===== config.mk =====
export PLATFORM = sky130hd
export DESIGN_NAME = pipe_dest_tracker_flat
export DESIGN_NICKNAME = d
export VERILOG_FILES = /design/src/rtl/pipe_dest_tracker_pkg.sv /design/src/rtl/pipe_dest_tracker_if.sv /design/src/rtl/pipe_dest_tracker_load_use_detector.sv /design/src/rtl/pipe_dest_tracker.sv /design/src/flat_wrapper.sv
export SDC_FILE = /design/constraint.sdc
export NUM_CORES = 1
export LEC_CHECK = 0
export BUFFER_PORTS_ARGS = -buffer_cell sky130_fd_sc_hd__buf_2
export CAP_MARGIN = 20
export CORE_UTILIZATION = 50
export CTS_CLUSTER_DIAMETER = 80
export DETAILED_ROUTE_END_ITERATION = 6
export PLACE_DENSITY = 0.91
export SLEW_MARGIN = 30
export SYNTH_ARGS = -nofsm -noshare
export SYNTH_HDL_FRONTEND = slang
export SYNTH_SLANG_ARGS = --single-unit

===== constraint.sdc =====
create_clock -name clk -period 5.8 [get_ports clk]
set_input_delay 1.74 -clock clk [delete_from_list [all_inputs] [get_ports clk]]
set_output_delay 1.74 -clock clk [all_outputs]
set_load 0.05 [all_outputs]

===== src/rtl/pipe_dest_tracker_pkg.sv =====
// pipe_dest_tracker_pkg: shared widths, zero register and the per-stage destination tag
package pipe_dest_tracker_pkg;
    localparam int DATA_W = 32;
    localparam int REG_AW = 5;
    localparam logic [REG_AW-1:0] REG_ZERO = '0;
    typedef struct packed {
        logic [REG_AW-1:0] rd;
        logic regWrite;
        logic memRead;
    } stageTag_t;
    localparam stageTag_t BUBBLE = '0;
endpackage


===== src/rtl/pipe_dest_tracker_if.sv =====
// pipe_dest_tracker_if: decode/EX/MEM inputs and stage-tag/writeback outputs of the tracker
//   master: decode/datapath side driving stall_in, flush, id_*, if_id*, ex_alu_result, mem_rdata
//   slave : the tracker, driving ID/EX, EX/MEM, MEM/WB tags, writeback port, load_use_stall, stall_count
interface pipe_dest_tracker_if
    import pipe_dest_tracker_pkg::*;
#(
    parameter int DW = DATA_W,
    parameter int AW = REG_AW
);
    logic stall_in;
    logic flush;
    logic [AW-1:0] id_Rd;
    logic id_RegWrite;
    logic id_MemRead;
    logic [AW-1:0] if_idRs;
    logic [AW-1:0] if_idRt;
    logic [DW-1:0] ex_alu_result;
    logic [DW-1:0] mem_rdata;
    logic [AW-1:0] id_exRd;
    logic id_exRegWrite;
    logic id_exMemRead;
    logic [AW-1:0] ex_memRd;
    logic ex_memRegWrite;
    logic ex_memMemRead;
    logic [DW-1:0] ex_memAlu;
    logic [AW-1:0] mem_wbRd;
    logic mem_wbRegWrite;
    logic [DW-1:0] mem_wbData;
    logic wb_we;
    logic [AW-1:0] wb_addr;
    logic [DW-1:0] wb_wdata;
    logic load_use_stall;
    logic [15:0] stall_count;
    modport master (
        output stall_in, flush, id_Rd, id_RegWrite, id_MemRead, if_idRs, if_idRt, ex_alu_result, mem_rdata,
        input id_exRd, id_exRegWrite, id_exMemRead, ex_memRd, ex_memRegWrite, ex_memMemRead, ex_memAlu,
              mem_wbRd, mem_wbRegWrite, mem_wbData, wb_we, wb_addr, wb_wdata, load_use_stall, stall_count
    );
    modport slave (
        input stall_in, flush, id_Rd, id_RegWrite, id_MemRead, if_idRs, if_idRt, ex_alu_result, mem_rdata,
        output id_exRd, id_exRegWrite, id_exMemRead, ex_memRd, ex_memRegWrite, ex_memMemRead, ex_memAlu,
               mem_wbRd, mem_wbRegWrite, mem_wbData, wb_we, wb_addr, wb_wdata, load_use_stall, stall_count
    );
endinterface


===== src/rtl/pipe_dest_tracker_load_use_detector.sv =====
// load_use_detector: flags a load in ID/EX whose nonzero destination is read by the instruction in decode
//   idEx         in  ID/EX stage tag
//   rs, rt       in  decode-stage source registers
//   loadUseStall out one-cycle freeze request
module load_use_detector
    import pipe_dest_tracker_pkg::*;
(
    input  stageTag_t         idEx,
    input  logic [REG_AW-1:0] rs,
    input  logic [REG_AW-1:0] rt,
    output logic              loadUseStall
);
    assign loadUseStall = idEx.memRead && idEx.regWrite && idEx.rd != REG_ZERO && (idEx.rd == rs || idEx.rd == rt);
endmodule


===== src/rtl/pipe_dest_tracker.sv =====
// pipe_dest_tracker: carries destination tags and results through ID/EX, EX/MEM, MEM/WB, inserts load-use bubbles
//   clk   in  core clock, rising edge
//   rst_n in  asynchronous active-low reset
//   bus   slave side of pipe_dest_tracker_if (stage tags, forwarding data, writeback port, stall outputs)
module pipe_dest_tracker
    import pipe_dest_tracker_pkg::*;
#(
    parameter int DATA_W = pipe_dest_tracker_pkg::DATA_W,
    parameter int REG_AW = pipe_dest_tracker_pkg::REG_AW
)(
    input logic clk,
    input logic rst_n,
    pipe_dest_tracker_if.slave bus
);
    stageTag_t idEx, exMem;
    logic [REG_AW-1:0] memWbRd;
    logic memWbRegWrite;
    logic [DATA_W-1:0] exMemAlu, memWbData;
    logic [15:0] stallCount;
    logic loadUseStall;

    load_use_detector uDetect (
        .idEx        (idEx),
        .rs          (bus.if_idRs),
        .rt          (bus.if_idRt),
        .loadUseStall(loadUseStall)
    );

    always_ff @(posedge clk or negedge rst_n) begin
        if (!rst_n) begin
            idEx          <= BUBBLE;
            exMem         <= BUBBLE;
            exMemAlu      <= '0;
            memWbRd       <= REG_ZERO;
            memWbRegWrite <= 1'b0;
            memWbData     <= '0;
            stallCount    <= '0;
        end else if (!bus.stall_in) begin
            // A flush coinciding with a load-use still yields just one bubble.
            idEx          <= (loadUseStall || bus.flush) ? BUBBLE : '{rd: bus.id_Rd, regWrite: bus.id_RegWrite, memRead: bus.id_MemRead};
            exMem         <= idEx;
            exMemAlu      <= bus.ex_alu_result;
            memWbRd       <= exMem.rd;
            memWbRegWrite <= exMem.regWrite;
            memWbData     <= exMem.memRead ? bus.mem_rdata : exMemAlu;
            if (loadUseStall && stallCount != 16'hFFFF)
                stallCount <= stallCount + 16'd1;
        end
    end

    assign bus.id_exRd        = idEx.rd;
    assign bus.id_exRegWrite  = idEx.regWrite;
    assign bus.id_exMemRead   = idEx.memRead;
    assign bus.ex_memRd       = exMem.rd;
    assign bus.ex_memRegWrite = exMem.regWrite;
    assign bus.ex_memMemRead  = exMem.memRead;
    assign bus.ex_memAlu      = exMemAlu;
    assign bus.mem_wbRd       = memWbRd;
    assign bus.mem_wbRegWrite = memWbRegWrite;
    assign bus.mem_wbData     = memWbData;
    assign bus.wb_we          = memWbRegWrite && memWbRd != REG_ZERO;
    assign bus.wb_addr        = memWbRd;
    assign bus.wb_wdata       = memWbData;
    assign bus.load_use_stall = loadUseStall;
    assign bus.stall_count    = stallCount;
endmodule


===== src/flat_wrapper.sv =====
// flat-port wrapper written by rule: the top's interface ports become plain ports
module pipe_dest_tracker_flat import pipe_dest_tracker_pkg::*;
#(
    parameter int DATA_W = pipe_dest_tracker_pkg::DATA_W,
    parameter int REG_AW = pipe_dest_tracker_pkg::REG_AW
)
  (clk, rst_n, bus_stall_in, bus_flush, bus_id_Rd, bus_id_RegWrite, bus_id_MemRead, bus_if_idRs, bus_if_idRt, bus_ex_alu_result, bus_mem_rdata, bus_id_exRd, bus_id_exRegWrite, bus_id_exMemRead, bus_ex_memRd, bus_ex_memRegWrite, bus_ex_memMemRead, bus_ex_memAlu, bus_mem_wbRd, bus_mem_wbRegWrite, bus_mem_wbData, bus_wb_we, bus_wb_addr, bus_wb_wdata, bus_load_use_stall, bus_stall_count);
  pipe_dest_tracker_if bus_i ();
  input logic clk;
  input logic rst_n;
  input wire logic [$bits(bus_i.stall_in)-1:0] bus_stall_in;
  input wire logic [$bits(bus_i.flush)-1:0] bus_flush;
  input wire logic [$bits(bus_i.id_Rd)-1:0] bus_id_Rd;
  input wire logic [$bits(bus_i.id_RegWrite)-1:0] bus_id_RegWrite;
  input wire logic [$bits(bus_i.id_MemRead)-1:0] bus_id_MemRead;
  input wire logic [$bits(bus_i.if_idRs)-1:0] bus_if_idRs;
  input wire logic [$bits(bus_i.if_idRt)-1:0] bus_if_idRt;
  input wire logic [$bits(bus_i.ex_alu_result)-1:0] bus_ex_alu_result;
  input wire logic [$bits(bus_i.mem_rdata)-1:0] bus_mem_rdata;
  output wire logic [$bits(bus_i.id_exRd)-1:0] bus_id_exRd;
  output wire logic [$bits(bus_i.id_exRegWrite)-1:0] bus_id_exRegWrite;
  output wire logic [$bits(bus_i.id_exMemRead)-1:0] bus_id_exMemRead;
  output wire logic [$bits(bus_i.ex_memRd)-1:0] bus_ex_memRd;
  output wire logic [$bits(bus_i.ex_memRegWrite)-1:0] bus_ex_memRegWrite;
  output wire logic [$bits(bus_i.ex_memMemRead)-1:0] bus_ex_memMemRead;
  output wire logic [$bits(bus_i.ex_memAlu)-1:0] bus_ex_memAlu;
  output wire logic [$bits(bus_i.mem_wbRd)-1:0] bus_mem_wbRd;
  output wire logic [$bits(bus_i.mem_wbRegWrite)-1:0] bus_mem_wbRegWrite;
  output wire logic [$bits(bus_i.mem_wbData)-1:0] bus_mem_wbData;
  output wire logic [$bits(bus_i.wb_we)-1:0] bus_wb_we;
  output wire logic [$bits(bus_i.wb_addr)-1:0] bus_wb_addr;
  output wire logic [$bits(bus_i.wb_wdata)-1:0] bus_wb_wdata;
  output wire logic [$bits(bus_i.load_use_stall)-1:0] bus_load_use_stall;
  output wire logic [$bits(bus_i.stall_count)-1:0] bus_stall_count;
  assign bus_i.stall_in = bus_stall_in;
  assign bus_i.flush = bus_flush;
  assign bus_i.id_Rd = bus_id_Rd;
  assign bus_i.id_RegWrite = bus_id_RegWrite;
  assign bus_i.id_MemRead = bus_id_MemRead;
  assign bus_i.if_idRs = bus_if_idRs;
  assign bus_i.if_idRt = bus_if_idRt;
  assign bus_i.ex_alu_result = bus_ex_alu_result;
  assign bus_i.mem_rdata = bus_mem_rdata;
  assign bus_id_exRd = bus_i.id_exRd;
  assign bus_id_exRegWrite = bus_i.id_exRegWrite;
  assign bus_id_exMemRead = bus_i.id_exMemRead;
  assign bus_ex_memRd = bus_i.ex_memRd;
  assign bus_ex_memRegWrite = bus_i.ex_memRegWrite;
  assign bus_ex_memMemRead = bus_i.ex_memMemRead;
  assign bus_ex_memAlu = bus_i.ex_memAlu;
  assign bus_mem_wbRd = bus_i.mem_wbRd;
  assign bus_mem_wbRegWrite = bus_i.mem_wbRegWrite;
  assign bus_mem_wbData = bus_i.mem_wbData;
  assign bus_wb_we = bus_i.wb_we;
  assign bus_wb_addr = bus_i.wb_addr;
  assign bus_wb_wdata = bus_i.wb_wdata;
  assign bus_load_use_stall = bus_i.load_use_stall;
  assign bus_stall_count = bus_i.stall_count;
  pipe_dest_tracker #(.DATA_W(DATA_W), .REG_AW(REG_AW)) u_core (.clk(clk), .rst_n(rst_n), .bus(bus_i));
endmodule

Word level (Yosys, flattened, before mapping). Index checks and enable logic that the tools add are counted.

Register bits: 100. Input port bits: 85.

Add/sub/neg operators: 1. Equality and inequality tests: 3. Mux-type cells: 2. Bitwise gates (word level): 1. Reductions and logical operators: 10.

Operators with widths (number): two-way mux 32 bit (1); adder 16 x 1 -> 16 bit (second input constant) (1); inequality test 16 bit (second input constant) (1); == test 5 bit (2); nonzero test 5 bit (2); two-way mux 7 bit (1); logical AND 1 bit (5); logical OR 1 bit (2); AND reduction 2 bit (1); NOT 1 bit (1).

Depth between registers and ports, before layout.
Depth in word-level cells: 5. Gate-level depth with buffers: 6. Mapped depth without buffers: 6.

Cells and area by module. From an unflattened synthesis, not the netlist that was laid out.

Cell total of the unflattened synthesis: 399. Area total of the unflattened synthesis: 4659.5 µm².

Modules (own cells, without submodules): pipe_dest_tracker (instances 1, cells each 382, area an instance 4526.8 µm², sequential area each 2502.4 µm²); load_use_detector (instances 1, cells each 17, area an instance 132.6 µm², sequential area each 0.0 µm²).

Worst setup path before layout. No wires, ideal clock.

Path type: input to output. Start point: input port bus_if_idRs[4]. End point: output port bus_load_use_stall. Arrival time: 2801 ps. Required time: 4060 ps. Setup slack: 1259 ps. Cell stages on the path: 5. Cell sequence: xnor2_1 > nand3_1 > o22ai_2 > buf_2 > and2_2.

Longest elaborated chain between the ends: 3.

RTL lines: from (decl) (RTL line flat_wrapper.sv:16) `input wire logic [$bits(bus_i.if_idRs)-1:0] bus_if_idRs;`; == test 5 bit (RTL line pipe_dest_tracker_load_use_detector.sv:13) `assign loadUseStall = idEx.memRead && idEx.regWrite && idEx.rd != REG_ZERO && (idEx.rd == rs || idEx.rd == rt) ...`; logical OR 1 bit (RTL line pipe_dest_tracker_load_use_detector.sv:13); logical AND 1 bit (RTL line pipe_dest_tracker_load_use_detector.sv:13); to (decl) (RTL line flat_wrapper.sv:33) `output wire logic [$bits(bus_i.load_use_stall)-1:0] bus_load_use_stall;`.

No other way between the ends.

Worst setup path in the final report. Ends and elaborated chain as after synthesis.

==> results_tabular.tex <==
\begin{tabular}{lr}
\hline
Metric & Value \\
\hline
\multicolumn{2}{l}{\textbf{Clocking}} \\
Post-cts resize count & 0 \\
Hold\_buf cts & 0 \\
Total clock buffers created by CTS & 9 \\
Clock latency on the worst-skew pair & 0.35 ns \\
Maximum clock insertion buffer count & 2 \\
Clock-pin slew on the worst setup and hold paths & 0.08 ns \\
Post-CTS Setup Repair Bufs & 0 \\
CTS tree & done \\
Clock sink count & 100 \\
Number of H-tree levels & 3 \\
Master cell of the clock root buffer & sky130\_fd\_sc\_hd\_\_clkbuf\_8 \\
\multicolumn{2}{l}{\textbf{Synthesis}} \\
Cell count after synthesis & slightly below 400 \\
Area fraction in compound gates after synthesis & under 10\% \\
Simple-gate share of the synthesized area & roughly 8.5\% \\
Mux contribution to synthesized area & approximately 18\% \\
Main combinational cell family by area after synthesis & multiplexers \\
Adder-cell area share of the yosys netlist & less than 1\% \\
Xor and xnor fraction of the mapped netlist area & 4.70\% \\
Average footprint of a synthesized cell & $\sim$12 µm² \\
Synthesized netlist net count & $\sim$480 \\
Sequential element share of the synthesized area & between 50\% and 60\% \\
Total of flip-flops plus latches after synthesis & 100 \\
Number of distinct library cells after synthesis & 32 \\
Synth warn & 0 \\
Post-Syn Area & approximately 0.0047 mm² \\
\multicolumn{2}{l}{\textbf{Timing}} \\
Setup violations, final & 0 \\
Worst Tran Pin Value & 0.789 ns \\
Worst-case clock skew & 0.0176 ns \\
Minimum setup slack in the final design & 1.13 ns \\
Max-slew headroom at the worst pin & a little under half \\
Setup repair after global routing missed its margin & false \\
Fmax & between 200 and 250 MHz \\
Final critical-path required period & between 4 and 5 ns \\
Summed negative setup slack over all endpoints & 0 ns \\
Number of max-slew violations in the final report & 0 \\
Endpoints failing hold & 0 \\
Period utilization & between 80 and 90\% \\
WHS & $\sim$0.5 ns \\
\multicolumn{2}{l}{\textbf{Cells and area}} \\
Nets@finish & 661 \\
Most frequent standard cell in the layout excluding fill and tap cells & sky130\_fd\_sc\_hd\_\_buf\_2 \\
Most frequent cells in the layout & sky130\_fd\_sc\_hd\_\_buf\_2, sky130\_fd\_sc\_hd\_\_dfrtp\_1, sky130\_fd\_sc\_hd\_\_mux2\_2, sky130\_fd\_sc\_hd\_\_nand2\_1 \\
Ant. Diodes & 0 \\
Non-Filler Instances & roughly 690 \\
Synthesis-to-finish area growth & 24.0\% \\
Fraction of layout instances using a drive strength above 1 & between 50 and 60\% \\
Post-route design area & 0.00578 mm² \\
Final standard cell utilization of the core & between 60\% and 70\% \\
\multicolumn{2}{l}{\textbf{Setup path}} \\
R2R depth & 5 \\
Number of buffer and inverter instances along the worst setup path & 3 \\
Nature of the critical path endpoint & output pin \\
Cell breakdown of the critical path & buf\_2, xnor2\_1, nand3\_1, o22ai\_2, buf\_4, and2\_2, buf\_2 \\
Required time of the critical path & slightly above 4 ns \\
Largest stage delay on the critical path & 0.25 ns \\
Cell mode on critical path & sky130\_fd\_sc\_hd\_\_buf\_2 \\
Endpoint of the most critical setup path & bus\_load\_use\_stall \\
R2R Setup Slk & between 3 and 4 ns \\
Worst-path fanout max & 17 \\
Arrival time worst endpoint & just under 3 ns \\
Logic depth of the worst setup path including buffers & 7 \\
Slowest-stage cell, CP & sky130\_fd\_sc\_hd\_\_buf\_2 \\
Reg2reg end & u\_core.bus.stall\_count[1] \\
Setup Crit Path Kind & in -> out \\
FF-to-FF Start & u\_core.bus.id\_exRd[1] \\
CP startpoint & bus\_if\_idRs[4] \\
Startpoint type of the worst setup path & input port \\
Family of cells with the greatest summed delay on the critical path & buffers and inverters \\
\multicolumn{2}{l}{\textbf{Floorplanning}} \\
Starting Density & a little over half \\
Overall die height & 98.5 µm \\
Overall die area & 0.00971 mm² \\
Placeable core region & approximately 0.0089 mm² \\
\# IOs & about 220 \\
Number of placement rows & 34 \\
Die X-Extent & between 90 and 100 µm \\
\multicolumn{2}{l}{\textbf{GRT}} \\
Via count of the first global-routing pass & approximately 3500 \\
Maximum number of pins on one net before global-route repair & 84 \\
Total gr overflow & 0 \\
Overall track demand over capacity in global routing & between 20\% and 30\% \\
Wire length of the first global-routing pass & 17.0 mm \\
Antenna violations before repair & 0 \\
\multicolumn{2}{l}{\textbf{Route}} \\
Antenna-violating nets left & 0 \\
Post-route DRC & 10 \\
Total wire length & between 10 and 15 mm \\
Iteration-0 DRC Markers & between 80 and 90 \\
Post-detailed-route wirelength per cell & roughly 16 µm \\
Number of iterations in the first detailed-routing pass & 7 \\
Vias & around 3500 \\
Via count normalized by instance count & around 5.1 \\
\multicolumn{2}{l}{\textbf{Power and ir drop}} \\
Power per standard cell area & about 340 mW/mm² \\
Leak & a little under 3 nW \\
Final Total Pwr & approximately 2.0 mW \\
Worst voltage drop across the vdd grid & 0.184 mV \\
\multicolumn{2}{l}{\textbf{Place}} \\
Placement-stage worst setup slack & around 1.1 ns \\
Port Buffers & 223 \\
Detailed placer's ending HPWL & 7.98 mm \\
Cell Area, Placed & 0.00559 mm² \\
Instance count after placement with tap cells included & 672 \\
Routability congestion estimate from global placement & 0.782 \\
\multicolumn{2}{l}{\textbf{Worst hold path}} \\
Hold WC Path Type & reg -> reg \\
\multicolumn{2}{l}{\textbf{Run status}} \\
Failing checks & design-rule violations \\
Run status & finished, violations left \\
\multicolumn{2}{l}{\textbf{Run}} \\
Maximum capacitance violations & 0 \\
\hline
\end{tabular}
power by group:
group	internal, mW	switching [mW]
Sequential	0.768	0.0625
Clock	0.173	0.237
Combinational	0.172	0.539
worst min path at each step:
stage                          startpoint                    endpoint  slack, ns  depth (start not counted)
2_1_floorplan   u_core.bus.mem_wbData[23]   u_core.bus.mem_wbData[23]       0.79                          2
3_3_place_gp   u_core.bus.stall_count[14]  u_core.bus.stall_count[14]       0.48                          1
3_5_place_dp   u_core.bus.stall_count[14]  u_core.bus.stall_count[14]       0.49                          1
4_1_cts        u_core.bus.stall_count[14]  u_core.bus.stall_count[14]       0.50                          1
5_1_grt        u_core.bus.stall_count[14]  u_core.bus.stall_count[14]       0.53                          1
6_report       u_core.bus.stall_count[14]  u_core.bus.stall_count[14]       0.50                          1
area by class of cell:
| cell class | count | area, µm² |
|---|---|---|
| clock inverter | 5 | 41.3 |
| fill | 685 | 3120 |
| sequential | 100 | 2500 |
| timing repair buffer | 227 | 1150 |
| tap | 108 | 135 |
| clock buffer | 11 | 141 |
| inverter | 9 | 33.8 |
| multi-input combinational | 228 | 1770 |
sequential cells by signal (all words and copies together), names as in the netlist, 5 cells and up:
name	cells
u_core.bus.ex_memRd	5
u_core.bus.stall_count	16
u_core.bus.id_exRd	5
u_core.bus.ex_memAlu	32
u_core.bus.mem_wbData	32
u_core.bus.mem_wbRd	5
synth_stat cells (all sizes together):
| library cell | instances | area share, % |
|---|---|---|
| buf | 43 | 6.5 |
| o31ai | 7 | 2.1 |
| and3 | 5 | 0.67 |
| mux2 | 46 | 11 |
| nand3 | 11 | 1.2 |
| or4 | 2 | 0.32 |
| inv | 9 | 0.73 |
| nor3b | 1 | 0.16 |
| o211ai | 1 | 0.27 |
| dfrtp | 100 | 54 |
| xnor2 | 25 | 4.7 |
| and4 | 1 | 0.19 |
| nand3b | 1 | 0.16 |
| nand4 | 8 | 1.1 |
| nand2 | 44 | 3.5 |
| clkbuf | 13 | 1.0 |
| o21a | 1 | 0.16 |
| nor3 | 3 | 0.43 |
| and2 | 1 | 0.16 |
| a21o | 1 | 0.32 |
| o22ai | 1 | 0.27 |
| ha | 1 | 0.27 |
| nor4 | 1 | 0.13 |
| o21ai | 32 | 3.4 |
| nor2 | 1 | 0.081 |
| mux2i | 32 | 6.9 |
| nand4b | 2 | 0.38 |
logic make-up (layout without fill, tap and decap cells):
| group | Yosys count | count (layout) |
|---|---|---|
| xor gates and xnor gates | 25 | 25 |
| adders and majority gates | 1 | 1 |
| DFF | 100 | 100 |
| muxes | 78 | 78 |
| and+or+nand+nor | 81 | 81 |
| AOI/OAI and AO/OA | 43 | 43 |
| buffers and inverters | 65 | 252 |
per-layer routing:
metal  wire length (µm)  vias to the layer above  global-route usage (%)  part of all wire, %
met5                  0                        -                       0                    0
met4                108                        0                    6.54                  1.0
met3                717                        9                    5.46                  6.7
met2               5600                      137                    40.4                   52
met1               4270                     1686                    26.0                   40
li1                   -                     1681                       -                    -
Note: power is estimated with default switching activity, not from simulation.
